--- src/rtl/l1_l2_arb_if.sv ---
// ============================================================================
// Module      : l1_l2_arb_if
// Description : Bus bundle between the L1 refill paths, the arbiter and L2.
// Revision    : 1.0 - initial release
// ============================================================================
`default_nettype none

interface l1_l2_arb_if #(
    parameter int LINE_W = 256,
    parameter int ADDR_W = 59
);
    // imem refill side
    logic [ADDR_W-1:0] i_addr;
    logic              i_rd;
    logic [LINE_W-1:0] i_data;
    logic              i_dv;

    // dmem refill / writeback side
    logic [ADDR_W-1:0] d_addr;
    logic              d_rd;
    logic              d_wr;
    logic [LINE_W-1:0] d_wdata;
    logic [LINE_W-1:0] d_data;
    logic              d_dv;

    // L2 line port
    logic [ADDR_W-1:0] l2_addr;
    logic              l2_rd;
    logic              l2_wr;
    logic [LINE_W-1:0] l2_wdata;
    logic [LINE_W-1:0] l2_data;
    logic              l2_dv;

    // status
    logic [1:0]        gnt;
    logic              err_to;

    modport slave (
        input  i_addr, i_rd, d_addr, d_rd, d_wr, d_wdata, l2_data, l2_dv,
        output i_data, i_dv, d_data, d_dv, l2_addr, l2_rd, l2_wr, l2_wdata,
               gnt, err_to
    );

    modport master (
        output i_addr, i_rd, d_addr, d_rd, d_wr, d_wdata, l2_data, l2_dv,
        input  i_data, i_dv, d_data, d_dv, l2_addr, l2_rd, l2_wr, l2_wdata,
               gnt, err_to
    );
endinterface

`default_nettype wire

--- src/rtl/l1_l2_arb.sv ---
// ============================================================================
// Module      : l1_l2_arb
// Description : Round-robin arbiter/sequencer sharing one L2 line port between
//               the L1 imem refill and L1 dmem refill/writeback paths.
// Revision    : 1.0 - initial release
// ============================================================================
`default_nettype none

module l1_l2_arb #(
    parameter int LINE_W  = 256,
    parameter int ADDR_W  = 59,
    parameter int TIMEOUT = 0
) (
    input  wire logic   clk,
    input  wire logic   rst,
    l1_l2_arb_if.slave  bus
);

    localparam int   c_WD_W    = (TIMEOUT > 1) ? $clog2(TIMEOUT) : 1;
    localparam int   c_WD_LAST = (TIMEOUT > 0) ? (TIMEOUT - 1) : 0;
    localparam logic c_WD_EN   = (TIMEOUT != 0);

    typedef enum logic [1:0] {
        S_IDLE  = 2'b00,
        S_GNT_I = 2'b01,
        S_GNT_D = 2'b10
    } state_t;

    state_t              r_state;
    state_t              w_state_nxt;
    logic                r_last_d;
    logic [c_WD_W-1:0]   r_wd_cnt;
    logic [ADDR_W-1:0]   r_l2_addr;
    logic [LINE_W-1:0]   r_l2_wdata;
    logic                r_is_wr;

    logic                w_d_req;
    logic                w_take_i;
    logic                w_take_d;
    logic                w_release;
    logic                w_expire;
    logic                w_wd_hit;

    assign w_d_req  = bus.d_rd | bus.d_wr;
    assign w_wd_hit = (r_wd_cnt == c_WD_W'(c_WD_LAST));

    always_comb begin
        w_state_nxt = r_state;
        w_take_i    = 1'b0;
        w_take_d    = 1'b0;
        w_release   = 1'b0;
        w_expire    = 1'b0;
        case (r_state)
            S_IDLE: begin
                // On a tie imem wins only if dmem owned the port last time.
                if (bus.i_rd && (!w_d_req || r_last_d)) begin
                    w_take_i    = 1'b1;
                    w_state_nxt = S_GNT_I;
                end else if (w_d_req) begin
                    w_take_d    = 1'b1;
                    w_state_nxt = S_GNT_D;
                end
            end
            S_GNT_I, S_GNT_D: begin
                if (bus.l2_dv) begin
                    w_release = 1'b1;
                end else if (c_WD_EN && w_wd_hit) begin
                    w_expire  = 1'b1;
                    w_release = 1'b1;
                end
                if (w_release) begin
                    w_state_nxt = S_IDLE;
                end
            end
            default: begin
                w_state_nxt = S_IDLE;
            end
        endcase
    end

    always_ff @(posedge clk) begin
        if (rst) begin
            r_state    <= S_IDLE;
            r_last_d   <= 1'b1;
            r_wd_cnt   <= '0;
            r_l2_addr  <= '0;
            r_l2_wdata <= '0;
            r_is_wr    <= 1'b0;
        end else begin
            r_state <= w_state_nxt;
            if (r_state != S_IDLE && !bus.l2_dv) begin
                r_wd_cnt <= r_wd_cnt + 1'b1;
            end
            if (w_take_i) begin
                r_l2_addr <= bus.i_addr;
                r_wd_cnt  <= '0;
            end
            // Both strobes high is treated as a writeback.
            if (w_take_d) begin
                r_l2_addr  <= bus.d_addr;
                r_l2_wdata <= bus.d_wdata;
                r_is_wr    <= bus.d_wr;
                r_wd_cnt   <= '0;
            end
            if (w_release) begin
                r_last_d <= (r_state == S_GNT_D);
            end
        end
    end

    assign bus.l2_addr  = r_l2_addr;
    assign bus.l2_wdata = r_l2_wdata;
    assign bus.l2_rd    = (r_state == S_GNT_I) || ((r_state == S_GNT_D) && !r_is_wr);
    assign bus.l2_wr    = (r_state == S_GNT_D) && r_is_wr;
    assign bus.gnt      = {r_state == S_GNT_D, r_state == S_GNT_I};

    assign bus.i_data   = bus.l2_data;
    assign bus.d_data   = bus.l2_data;
    assign bus.i_dv     = (r_state == S_GNT_I) && bus.l2_dv;
    assign bus.d_dv     = (r_state == S_GNT_D) && bus.l2_dv;
    assign bus.err_to   = w_expire;

endmodule

`default_nettype wire

--- src/flat_wrapper.sv ---
// flat-port wrapper written by rule: the top's interface ports become plain ports
module l1_l2_arb_flat 
#(
    parameter int LINE_W  = 256,
    parameter int ADDR_W  = 59,
    parameter int TIMEOUT = 0
)
  (clk, rst, bus_i_addr, bus_i_rd, bus_d_addr, bus_d_rd, bus_d_wr, bus_d_wdata, bus_l2_data, bus_l2_dv, bus_i_data, bus_i_dv, bus_d_data, bus_d_dv, bus_l2_addr, bus_l2_rd, bus_l2_wr, bus_l2_wdata, bus_gnt, bus_err_to);
  l1_l2_arb_if #(.LINE_W(LINE_W), .ADDR_W(ADDR_W)) bus_i ();
  input  wire logic clk;
  input  wire logic rst;
  input wire logic [$bits(bus_i.i_addr)-1:0] bus_i_addr;
  input wire logic [$bits(bus_i.i_rd)-1:0] bus_i_rd;
  input wire logic [$bits(bus_i.d_addr)-1:0] bus_d_addr;
  input wire logic [$bits(bus_i.d_rd)-1:0] bus_d_rd;
  input wire logic [$bits(bus_i.d_wr)-1:0] bus_d_wr;
  input wire logic [$bits(bus_i.d_wdata)-1:0] bus_d_wdata;
  input wire logic [$bits(bus_i.l2_data)-1:0] bus_l2_data;
  input wire logic [$bits(bus_i.l2_dv)-1:0] bus_l2_dv;
  output wire logic [$bits(bus_i.i_data)-1:0] bus_i_data;
  output wire logic [$bits(bus_i.i_dv)-1:0] bus_i_dv;
  output wire logic [$bits(bus_i.d_data)-1:0] bus_d_data;
  output wire logic [$bits(bus_i.d_dv)-1:0] bus_d_dv;
  output wire logic [$bits(bus_i.l2_addr)-1:0] bus_l2_addr;
  output wire logic [$bits(bus_i.l2_rd)-1:0] bus_l2_rd;
  output wire logic [$bits(bus_i.l2_wr)-1:0] bus_l2_wr;
  output wire logic [$bits(bus_i.l2_wdata)-1:0] bus_l2_wdata;
  output wire logic [$bits(bus_i.gnt)-1:0] bus_gnt;
  output wire logic [$bits(bus_i.err_to)-1:0] bus_err_to;
  assign bus_i.i_addr = bus_i_addr;
  assign bus_i.i_rd = bus_i_rd;
  assign bus_i.d_addr = bus_d_addr;
  assign bus_i.d_rd = bus_d_rd;
  assign bus_i.d_wr = bus_d_wr;
  assign bus_i.d_wdata = bus_d_wdata;
  assign bus_i.l2_data = bus_l2_data;
  assign bus_i.l2_dv = bus_l2_dv;
  assign bus_i_data = bus_i.i_data;
  assign bus_i_dv = bus_i.i_dv;
  assign bus_d_data = bus_i.d_data;
  assign bus_d_dv = bus_i.d_dv;
  assign bus_l2_addr = bus_i.l2_addr;
  assign bus_l2_rd = bus_i.l2_rd;
  assign bus_l2_wr = bus_i.l2_wr;
  assign bus_l2_wdata = bus_i.l2_wdata;
  assign bus_gnt = bus_i.gnt;
  assign bus_err_to = bus_i.err_to;
  l1_l2_arb #(.LINE_W(LINE_W), .ADDR_W(ADDR_W), .TIMEOUT(TIMEOUT)) u_core (.clk(clk), .rst(rst), .bus(bus_i));
endmodule
--- config.mk ---
export PLATFORM = sky130hd
export DESIGN_NAME = l1_l2_arb_flat
export DESIGN_NICKNAME = d
export VERILOG_FILES = /design/src/rtl/l1_l2_arb_if.sv /design/src/rtl/l1_l2_arb.sv /design/src/flat_wrapper.sv
export SDC_FILE = /design/constraint.sdc
export NUM_CORES = 1
export LEC_CHECK = 0
export ABC_CLOCK_PERIOD_IN_PS = 2480
export CAP_MARGIN = 20
export CORE_AREA = 4 4 573 575
export DETAILED_ROUTE_END_ITERATION = 7
export DIE_AREA = 0 0 577 579
export GPL_TIMING_DRIVEN = 0
export PLACE_DENSITY = 0.3
export SYNTH_ARGS = -nofsm -noshare
export SYNTH_HDL_FRONTEND = slang
export SYNTH_SLANG_ARGS = --single-unit
--- constraint.sdc ---
create_clock -name clk -period 2.48 [get_ports clk]
set_clock_uncertainty 0.15 [all_clocks]
set_input_delay 0.248 -clock clk [delete_from_list [all_inputs] [get_ports clk]]
set_output_delay 0.248 -clock clk [all_outputs]
set_load 0.01 [all_outputs]
Yosys cells after proc, flatten, opt, wreduce, memory -nomap -nowiden
Index checks and enable logic that the tools add are counted. W data, S select, Z words.

Equal/unequal tests: 4. Mux-type cells: 14. Bitwise logic cells: 1. Reductions and logical operators: 13.

Operators by type and width (count): $mux W59 (2); $mux W1 (8); $mux W2 (3); $logic_and A1 B1 Y1 (5); $pmux W2 S2 (1); $ne A3 B1 Y1 const B (1); $eq A2 B1 Y1 const B (1); $eq A2 B2 Y1 const B (1); $logic_not A1 Y1 (2); $logic_not A2 Y1 (1); $logic_or A1 B1 Y1 (2); $ne A2 B1 Y1 const B (1); $reduce_and A2 Y1 (1); $reduce_bool A2 Y1 (1); $reduce_or A2 Y1 (1); $or A1 B1 Y1 (1).

Register bits after elaboration: 319. Input bits: 636. Output and inout bits: 834. Logic and storage cells: 37.

Logic depth before layout (Yosys ltp)
Gate-level depths: netlist of the first run.

Depth in word-level cells: 8. Mapped depth: 9. Gate-level depth less buffers: 5.

Least setup slack after synthesis of the first run
No wires, ideal clock.

Path kind: reg2reg. Start: register u_core.r_state[0]. End: register u_core.r_l2_addr[10], in the netlist u_core.bus.l2_addr[10]. Setup time: 0.142 ns. Data arrival time: 1.522 ns. Data required time: 2.188 ns. Path slack: 0.666 ns. Cell stages (with the launch flop): 10. Buffers on the path: 4. Clock period less this slack: 1.814 ns. Path through: dfxtp_1 > inv_1 > ha_1 > a21bo_1 > buf_6 > buf_8 > buf_8 > buf_6 > nor3_1 > a311oi_1.

Longest elaborated chain between the ends: 3. Elaborated cells on any way between the ends: 5. Those cells by class: mux (3); reduce/logical (2).

RTL lines: start: declaration (line l1_l2_arb.sv:29) `state_t r_state;`; start signal: assignment (line l1_l2_arb.sv:90) `r_state <= w_state_nxt;`; $logic_not A2 Y1 * (line l1_l2_arb.sv:53) `case (r_state)`; $mux W1 (line l1_l2_arb.sv:53); $mux W59 / $reduce_bool A2 Y1 (equally long branches); end signal: assignment (line l1_l2_arb.sv:95) `r_l2_addr <= bus.i_addr;`; end signal: assignment (line l1_l2_arb.sv:100) `r_l2_addr <= bus.d_addr;`; end: declaration (line l1_l2_arb.sv:33) `logic [ADDR_W-1:0] r_l2_addr;`.

Mark *: on every way between the ends. The rest lies on a longest branch, timed or not. A chain may end at the register's enable or synchronous reset.

Worst setup path after layout of the first run
Start: register u_core.r_l2_wdata[180], in the netlist u_core.bus.l2_wdata[180]. End: output port bus_l2_wdata[180].

RTL lines: start: declaration (line l1_l2_arb.sv:34) `logic [LINE_W-1:0] r_l2_wdata;`; start signal: assignment (line l1_l2_arb.sv:101) `r_l2_wdata <= bus.d_wdata;`; end: declaration (line flat_wrapper.sv:27) `output wire logic [$bits(bus_i.l2_wdata)-1:0] bus_l2_wdata;`.

No word-level cell between the ends.

==> qor.yml, run 1 <==
clock_network:
  clockBufferDepth: 3
  worstSkewPairLatency_ns: 0.69
  cts_tree: "done"
  clkSinkCount: 319
  root_buffer: "clkbuf_16"
  htreeDepth: 2
  path_clk_slew_ns: 0.06
  cts_buffers: 50
setup_path:
  crit_family: "buffers and inverters"
  worstSetupPathType: "flop to primary output"
  path_buf_inv: 1
  start_kind: "flop"
  critPathMaxStageDelay_ns: 0.93
  slowest_stage: "clkdlybuf4s50_1"
  end_kind: "primary output"
  cp_max_fo: 2
  cp_data_arrival_time_ns: 1.96
  worstPathCellList: "clkdlybuf4s50_1"
  required_ns: 2.08
global_routing:
  grt_use_total_pct: 11.16
  antenna_found_initial: 73
  grt_max_degree: 14
  grt_pass1_vias: 22350
  grt_pass1_wl_mm: 243.1
  grt-ovfl-total: 0
placed_design:
  hpwl_mm: 175.5
  postPlaceCellArea_mm2: 0.03414
  place_inst: 7597
  pre_cts_ws_ns: -1.427
  gp_congestion: 0.9172
  port_buffers: 1211
detailed_routing:
  avgRoutedWirePerCell_um: 24.62
  route.final.wire_length_mm: 196.6
  dr.pass1.iters: 6
  route.detailed.drc: 0
  vias: 21440
  viasPerCell: 2.684
  dr.first_iter.drc_count: 1135
  drtAntennaViolNets: 0
cells_and_area:
  final-seq-area_mm2: 0.006387
  final_cell_mix: "clkdlybuf4s50_1, buf_4, dfxtp_1, nand3_1, dlygate4sd3_1"
  layout_commonest_cell: "clkdlybuf4s50_1"
  fillers: 37430
  final_nets: 4241
  finalInstanceArea_mm2: 0.03892
  syn_to_final_growth_pct: 135.7
  drive_gt1_share_pct: 19.83
  finalNonFillerCells: 7987
  multi_input_area_mm2: 0.005524
yosys:
  ys_ff_latch: 319
  syn_nets: 2695
  yosys.area.top_type: "dfxtp_1"
  yosys-top-cells-area: "dfxtp_1, buf_4, nand3_1"
  synth_compound_area_share_pct: 19.28
  netlist_instances: 2056
  seq_area_frac_synth_pct: 38.67
  synth_edf_count: 0
  syn_area_mm2: 0.01652
  synthMuxAreaShare_pct: 0
  yosys_warnings: 0
  synth_flop_cell: "dfxtp_1"
  netlist.area_leader.share_pct: 38.67
  synthXorXnorAreaFrac_pct: 0
  postSynth.asyncResetShare_pct: 0
  synth.distinct_cells: 32
  synth-simple-area-share_pct: 13.19
  synth_top_family_by_area: "buffers and inverters"
  syn_area_per_cell_um2: 8.033
  synth_fa_ha_area_share_pct: 0.2273
sta:
  worst_hold_slack_ns: 0.08573
  finalCriticalPeriod_ns: 2.358
  hold_violations: 0
  slew_viol_final: 0
  tns_ns: 0
  max_freq_ghz: 0.4241
  fin_crit_sh_pct: 95.08
  setup_viol: 0
  layout_setup_ws_ns: 0.1221
  max-slew-margin-rel_pct: 42.12
  tightest_slew_ns: 0.8682
die:
  die_h_um: 579
  rows: 209
  start_util_pct: 5.110
  dieArea_mm2: 0.3341
  core-area_mm2: 0.3232
  die_w_um: 577
  io_pins: 1470
min_path:
  hp-class: "input pin to flop"
flow_run:
  cap_viol_max_count: 0
power:
  power_density_mw_per_mm2: 579.7
  ir_worst_vdd_mv: 0.4820
  power_leakage_nw: 13.65
outcome:
  status: "finished, final reports clean"
-- metrics by stage --
step | utilization (%) | power, W
detailed placement | 10.56 | 0.01453
finish | 12.04 | 0.02256
global route | 12.03 | 0.02381
CTS | 12.03 | 0.02330
floorplan | - | 0.009158
global placement | 10.53 | 0.01455
-- state kept, by name, summed over array words and instances (netlist names) --
register             cells
u_core.bus.l2_wdata    256
u_core.r_last_d          1
u_core.r_is_wr           1
u_core.r_state           2
u_core.bus.l2_addr      59
-- cells by family (layout without fill, tap and decap cells) --
group	count (synthesis)	count (layout)
AND/OR/NAND/NOR	447	447
AO/OA/AOI/OAI	583	583
buffers and inverters	703	2288
other	1	22
adder cells (fa/ha/maj)	3	3
flip-flops	319	319
-- layout make-up --
cell class / count / share of cell area [%]
diodes: 21 / 0.1350
plain buffers: 698 / 12.31
clock buffers: 65 / 3.697
clock inverters: 26 / 0.7811
inverters: 4 / 0.03857
multi-input cells: 1034 / 14.19
flip-flops and latches: 319 / 16.41
well taps: 4325 / 13.90
repair buffers: 1495 / 38.53
-- tightest hold or removal path, stage by stage --
cell             delay (ns)
clkdlybuf4s50_1        0.45
nand3_1                0.09
a21oi_1                0.06
-- synth_stat cells (7+ instances only) --
library cell / number
buf_4: 517
dfxtp_1: 319
nand3_1: 316
a21oi_1: 258
o21ai_0: 258
clkbuf_1: 108
nand2_1: 62
a311oi_1: 58
nor3_1: 58
buf_2: 49
buf_1: 8
clkbuf_2: 8
buf_6: 7
-- layer usage --
metal | up-vias | routed length (um) | global-route usage [%]
met1 | 10280 | 71960 | 11.84
met3 | 194 | 21790 | 5.133
met2 | 1184 | 97370 | 19.77
met4 | 14 | 5443 | 3.179
met5 | - | 91 | 0
li1 | 9767 | - | -
-- final timing paths --
kind,start,endpoint,slack [ns],cells past startpoint
worst max-delay path,u_core.bus.l2_wdata[180],bus_l2_wdata[180],0.12,1
worst min-delay path,bus_d_wdata[57],u_core.bus.l2_wdata[57],0.09,3
worst min register to register,u_core.bus.l2_wdata[103],u_core.bus.l2_wdata[103],0.32,2
worst max register to register,u_core.r_state[0],u_core.bus.l2_addr[22],0.13,9
-- power breakdown --
| part | total, W | leakage, nW | internal (W) | switching (W) |
|---|---|---|---|---|
| clock network | 0.00781 | 0.850 | 0.00461 | 0.00320 |
| registers | 0.00620 | 2.62 | 0.00576 | 0.000437 |
| logic | 0.00856 | 10.2 | 0.00396 | 0.00460 |
| total | 0.0226 | 13.7 | 0.0143 | 0.00823 |
-- repair_timing --
action                                 4_1_cts  5_1_grt
setup endpoints to repair                  344       38
setup buffers                               10        0
hold buffers                               269        0
resized for setup                          100        6
endpoints found under the hold margin      273        0
pin swaps                                    3        1
Power figures use the tool's default switching activity.
==> inputs of run 2 (changes only) <==
--- a/config.mk
+++ b/config.mk
@@ -7,9 +7,11 @@
 export LEC_CHECK = 0
 export ABC_CLOCK_PERIOD_IN_PS = 2480
 export CAP_MARGIN = 20
-export CORE_AREA = 4 4 573 575
+export CORE_AREA = 2 2 571 573
+export CTS_BUF_LIST = sky130_fd_sc_hd__clkbuf_8
+export CTS_CLUSTER_SIZE = 28
 export DETAILED_ROUTE_END_ITERATION = 7
-export DIE_AREA = 0 0 577 579
+export DIE_AREA = 0 0 573 575
 export GPL_TIMING_DRIVEN = 0
 export PLACE_DENSITY = 0.3
 export SYNTH_ARGS = -nofsm -noshare
==> run 2 against run 1 <==
Effect of this change:
- critical path depth up 6
- via count up 2.0%
- wire length down 4.2%
- cell area up 1.3%
- combinational power down 1%
- register-to-register slack worse by 0.04 ns
- utilization up 0.16 points
- sequential share of layout area down 0.21 points
- setup slack worse by 0.036 ns
- sequential power about the same
- clock power down 16%
- critical endpoint is now u_core.bus.l2_addr[46]
- highest routed layer unchanged
==> qor.yml, run 2 (synthesis results as in run 1) <==
outcome:
  status: "finished, final reports clean"
clock_network:
  cts_tree: "done"
  clockBufferDepth: 4
  path_clk_slew_ns: 0.06
  root_buffer: "clkbuf_8"
  htreeDepth: 3
  cts_buffers: 77
  clkSinkCount: 319
  worstSkewPairLatency_ns: 0.79
cells_and_area:
  drive_gt1_share_pct: 19.41
  largest_register_ffs: 256
  finalInstanceArea_mm2: 0.03944
  final_cell_mix: "clkdlybuf4s50_1, buf_4, dlygate4sd3_1, dfxtp_1, nand3_1"
  layout_commonest_cell: "clkdlybuf4s50_1"
  fin_util_pct: 12.20
  multi_input_area_mm2: 0.005444
  syn_to_final_growth_pct: 138.8
  final_nets: 4359
  fillers: 37420
  final-seq-area_mm2: 0.006389
die:
  start_util_pct: 5.110
  rows: 209
  die_h_um: 575
  io_pins: 1470
  dieArea_mm2: 0.3295
  core-area_mm2: 0.3232
  die_w_um: 573
sta:
  finalCriticalPeriod_ns: 2.394
  max-slew-margin-rel_pct: 43.10
  tightest_slew_ns: 0.8509
  rsz0062_at_grt: "yes"
  setup_viol: 0
  max_freq_ghz: 0.4177
  slew_viol_final: 0
  worst_hold_slack_ns: 0.1193
  hold_violations: 0
  fin_crit_sh_pct: 96.53
setup_path:
  worstSetupPathType: "flop to flop"
  end_kind: "flop"
  start_kind: "flop"
  critPathMaxStageDelay_ns: 0.66
  slowest_stage: "buf_1"
  worstPathCellList: "inv_2 > ha_2 > a21boi_4 > buf_12 > nand2_2 > buf_1 > a311oi_1"
  path_buf_inv: 3
  required_ns: 2.95
  cp_data_arrival_time_ns: 2.86
  crit_family: "buffers and inverters"
  cp_max_fo: 10
global_routing:
  grt_use_total_pct: 10.91
  grt_pass1_vias: 22090
  grt-ovfl-total: 0
  grt_max_degree: 20
  grt_pass1_wl_mm: 235.4
  antenna_found_initial: 74
detailed_routing:
  viasPerCell: 2.688
  avgRoutedWirePerCell_um: 23.15
  route.detailed.drc: 0
  drtAntennaViolNets: 0
  dr.first_iter.drc_count: 1293
  vias: 21870
  dr.pass1.iters: 5
  route.final.wire_length_mm: 188.4
power:
  power_density_mw_per_mm2: 537.8
  ir_worst_vdd_mv: 0.2879
  total_power_w: 0.02122
  power_leakage_nw: 14.34
min_path:
  hp-class: "input pin to flop"
placed_design:
  postPlaceCellArea_mm2: 0.03423
  gp_congestion: 0.9013
  hpwl_mm: 167.5
  port_buffers: 1211
flow_run:
  cap_viol_max_count: 0
[run 2: power breakdown]
group	internal (W)	total (W)	switching (W)
Sequential	0.00576	0.00620	0.000434
Combinational	0.00392	0.00844	0.00453
Clock	0.00349	0.00657	0.00308
[run 2: per-layer routing]
layer  GRT usage, %  vias up  wire, um
li1               -    10030         -
met1          11.73    10400     69920
met2          18.78     1233     90820
met3          5.688      193     23690
met4          2.550       12      3878
met5              0        -        73
[run 2: per-stage QoR]
stage,cells,setup slack [ns],TNS [ns]
floorplan,2056,0.6657,0
global placement,7592,-2.385,-586.78
detailed placement,7599,-1.377,-283.79
CTS,8093,-0.07412,-0.07412
global route,8109,-0.03295,-0.1569
finish,8136,0.08602,0
[run 2: final cells by class]
class                           count  area share, %
Antenna cell                       44         0.2791
Buffer                            697          12.02
Tap cell                         4325          13.72
Multi-Input combinational cell   1034          13.80
Timing Repair Buffer             1587          40.26
Inverter                            4        0.03807
Sequential cell                   319          16.20
Clock buffer                       87          3.036
Clock inverter                     39         0.6534
[run 2: what timing repair did]
| action | CTS | global route |
|---|---|---|
| hold endpoints to repair | 311 | 0 |
| setup buffers | 6 | 0 |
| pin swaps | 2 | 0 |
| hold buffers | 365 | 0 |
| gates resized for setup | 143 | 20 |
| endpoints found under the setup margin | 413 | 79 |
[run 2: final timing paths]
path,slack (ns),cells after the start,end,from
hold / removal,0.12,3,u_core.bus.l2_addr[30],bus_d_addr[30]
setup reg to reg,0.09,7,u_core.bus.l2_addr[46],u_core.r_state[0]
hold reg to reg,0.32,2,u_core.bus.l2_wdata[250],u_core.bus.l2_wdata[250]
setup / recovery,0.09,7,u_core.bus.l2_addr[46],u_core.r_state[0]
[run 2: worst min-delay path, cell delays in order]
cell,delay (ns)
clkdlybuf4s50_1,0.46
nor3_1,0.23
a311oi_1,0.07
==> inputs of run 3 (changes only) <==
--- a/config.mk
+++ b/config.mk
@@ -14,6 +14,7 @@
 export DIE_AREA = 0 0 573 575
 export GPL_TIMING_DRIVEN = 0
 export PLACE_DENSITY = 0.3
+export SKIP_CTS_REPAIR_TIMING = 1
 export SYNTH_ARGS = -nofsm -noshare
 export SYNTH_HDL_FRONTEND = slang
 export SYNTH_SLANG_ARGS = --single-unit
==> run 3 against run 2 <==
Effect of this change:
- first-iteration DRC count down 5.9%
- highest routed layer unchanged
- die area unchanged
- worst hold slack worse by 0.10 ns
- sequential power about the same
- critical endpoint is now bus_l2_rd
==> qor.yml, run 3 (synthesis results as in run 1) <==
placed_design:
  gp_congestion: 0.9013
  hpwl_mm: 167.5
  place_inst: 7599
  port_buffers: 1211
  postPlaceCellArea_mm2: 0.03423
detailed_routing:
  viasPerCell: 2.675
  dr.pass1.iters: 5
  wl_met1_mm: 69.10
  route.final.wire_length_mm: 188.5
  avgRoutedWirePerCell_um: 23.26
  vias: 21680
  route.detailed.drc: 0
  dr_wl_met3_mm: 24.75
  highest_layer: "met5"
  route.met2.wl_mm: 89.99
  drtAntennaViolNets: 0
  dr.first_iter.drc_count: 1217
clock_network:
  path_clk_slew_ns: 0.06
  clkSinkCount: 319
  cts_tree: "done"
  cts_buffers: 77
  root_buffer: "clkbuf_8"
  htreeDepth: 3
  worstSkewPairLatency_ns: 0.79
  clockBufferDepth: 4
setup_path:
  end_kind: "primary output"
  required_ns: 2.08
  worstSetupPathType: "flop to primary output"
  cp_max_fo: 3
  cp_data_arrival_time_ns: 2.00
  slowest_stage: "dfxtp_2"
  r2r_slack_ns: 0.17
  critPathMaxStageDelay_ns: 0.35
  worstPathCellList: "inv_2 > ha_4 > buf_12 > buf_4 > a21o_1 > buf_2"
  start_kind: "flop"
global_routing:
  grt_max_degree: 13
  grt_pass1_vias: 20280
  grt_pass1_wl_mm: 231.6
  grt-ovfl-total: 0
  antenna_found_initial: 67
  grt_use_total_pct: 10.87
sta:
  max_freq_ghz: 0.4170
  tightest_slew_ns: 0.9506
  finalCriticalPeriod_ns: 2.398
  tns_ns: 0
  rsz0062_at_grt: "yes"
  hold_violations: 0
  setup_viol: 0
  slew_viol_final: 0
  fin_crit_sh_pct: 96.70
  max-slew-margin-rel_pct: 36.52
cells_and_area:
  syn_to_final_growth_pct: 139.5
  final_cell_mix: "clkdlybuf4s50_1, buf_4, dlygate4sd3_1, dfxtp_1, nand3_1"
  finalInstanceArea_mm2: 0.03956
  drive_gt1_share_pct: 19.64
  final_nets: 4335
  fin_util_pct: 12.24
  finalNonFillerCells: 8105
  layout_commonest_cell: "clkdlybuf4s50_1"
  largest_register_ffs: 256
outcome:
  status: "finished, final reports clean"
power:
  power_leakage_nw: 15.28
  ir_worst_vdd_mv: 0.2835
  total_power_w: 0.02132
  power_density_mw_per_mm2: 538.8
die:
  rows: 209
  start_util_pct: 5.110
  dieArea_mm2: 0.3295
  core-area_mm2: 0.3232
  io_pins: 1470
  die_w_um: 573
  die_h_um: 575
flow_run:
  cap_viol_max_count: 0
min_path:
  hp-class: "input pin to flop"
run 3: cell types whose count changed in the layout (fill, tap and decap cells not counted), sizes merged:
cell and delta:
clkbuf +8, clkdlybuf4s50 +18, clkdlybuf4s15 -2, dlymetal6s2s +87, dlygate4sd3 -29, diode -7, buf -5, dlygate4sd2 -101
run 3: per-layer routing:
metal / GRT usage (%) / vias up
met3: 5.957 / 221
li1: - / 9979
met4: 2.189 / 12
met1: 11.56 / 10230
met5: 0 / -
met2: 18.81 / 1236
run 3: cell type report:
| cell class | count | area (um2) |
|---|---|---|
| Antenna cell | 37 | 92.59 |
| Buffer | 699 | 4792 |
| Clock buffer | 87 | 1197 |
| Clock inverter | 39 | 257.7 |
| Fill cell | 37360 | 283700 |
| Inverter | 4 | 15.01 |
| Multi-Input combinational cell | 1034 | 5449 |
| Sequential cell | 319 | 6389 |
| Tap cell | 4325 | 5411 |
| Timing Repair Buffer | 1561 | 15960 |
run 3: report_power, final:
| group | leakage (nW) | internal (W) | switching [W] |
|---|---|---|---|
| logic | 11.8 | 0.00405 | 0.00452 |
| registers | 2.62 | 0.00576 | 0.000429 |
| clock network | 0.843 | 0.00349 | 0.00306 |
run 3: worst max-delay path, delay by kind of cell, from the launching register on:
family          cells  cell delay, ns
fa+ha+maj           1            0.17
buf+inv             4            0.53
compound gates      1            0.15
flops               1            0.35
run 3: final timing paths:
| path | cells after the start | from | to |
|---|---|---|---|
| worst min-delay path | 3 | bus_d_wdata[196] | u_core.bus.l2_wdata[196] |
| worst max-delay path | 6 | u_core.r_state[1] | bus_l2_rd |
| worst max register to register | 8 | u_core.r_state[0] | u_core.bus.l2_wdata[159] |
| worst min register to register | 2 | u_core.bus.l2_wdata[250] | u_core.bus.l2_wdata[250] |
run 3: per-stage QoR:
stage	hold WS (ns)	setup slack, ns
4_1_cts	-0.4014	-0.9522
3_5_place_dp	0.3179	-1.377
2_1_floorplan	0.2385	0.6657
6_report	0.01708	0.08176
3_3_place_gp	0.3171	-2.385
5_1_grt	-0.006782	-0.05747
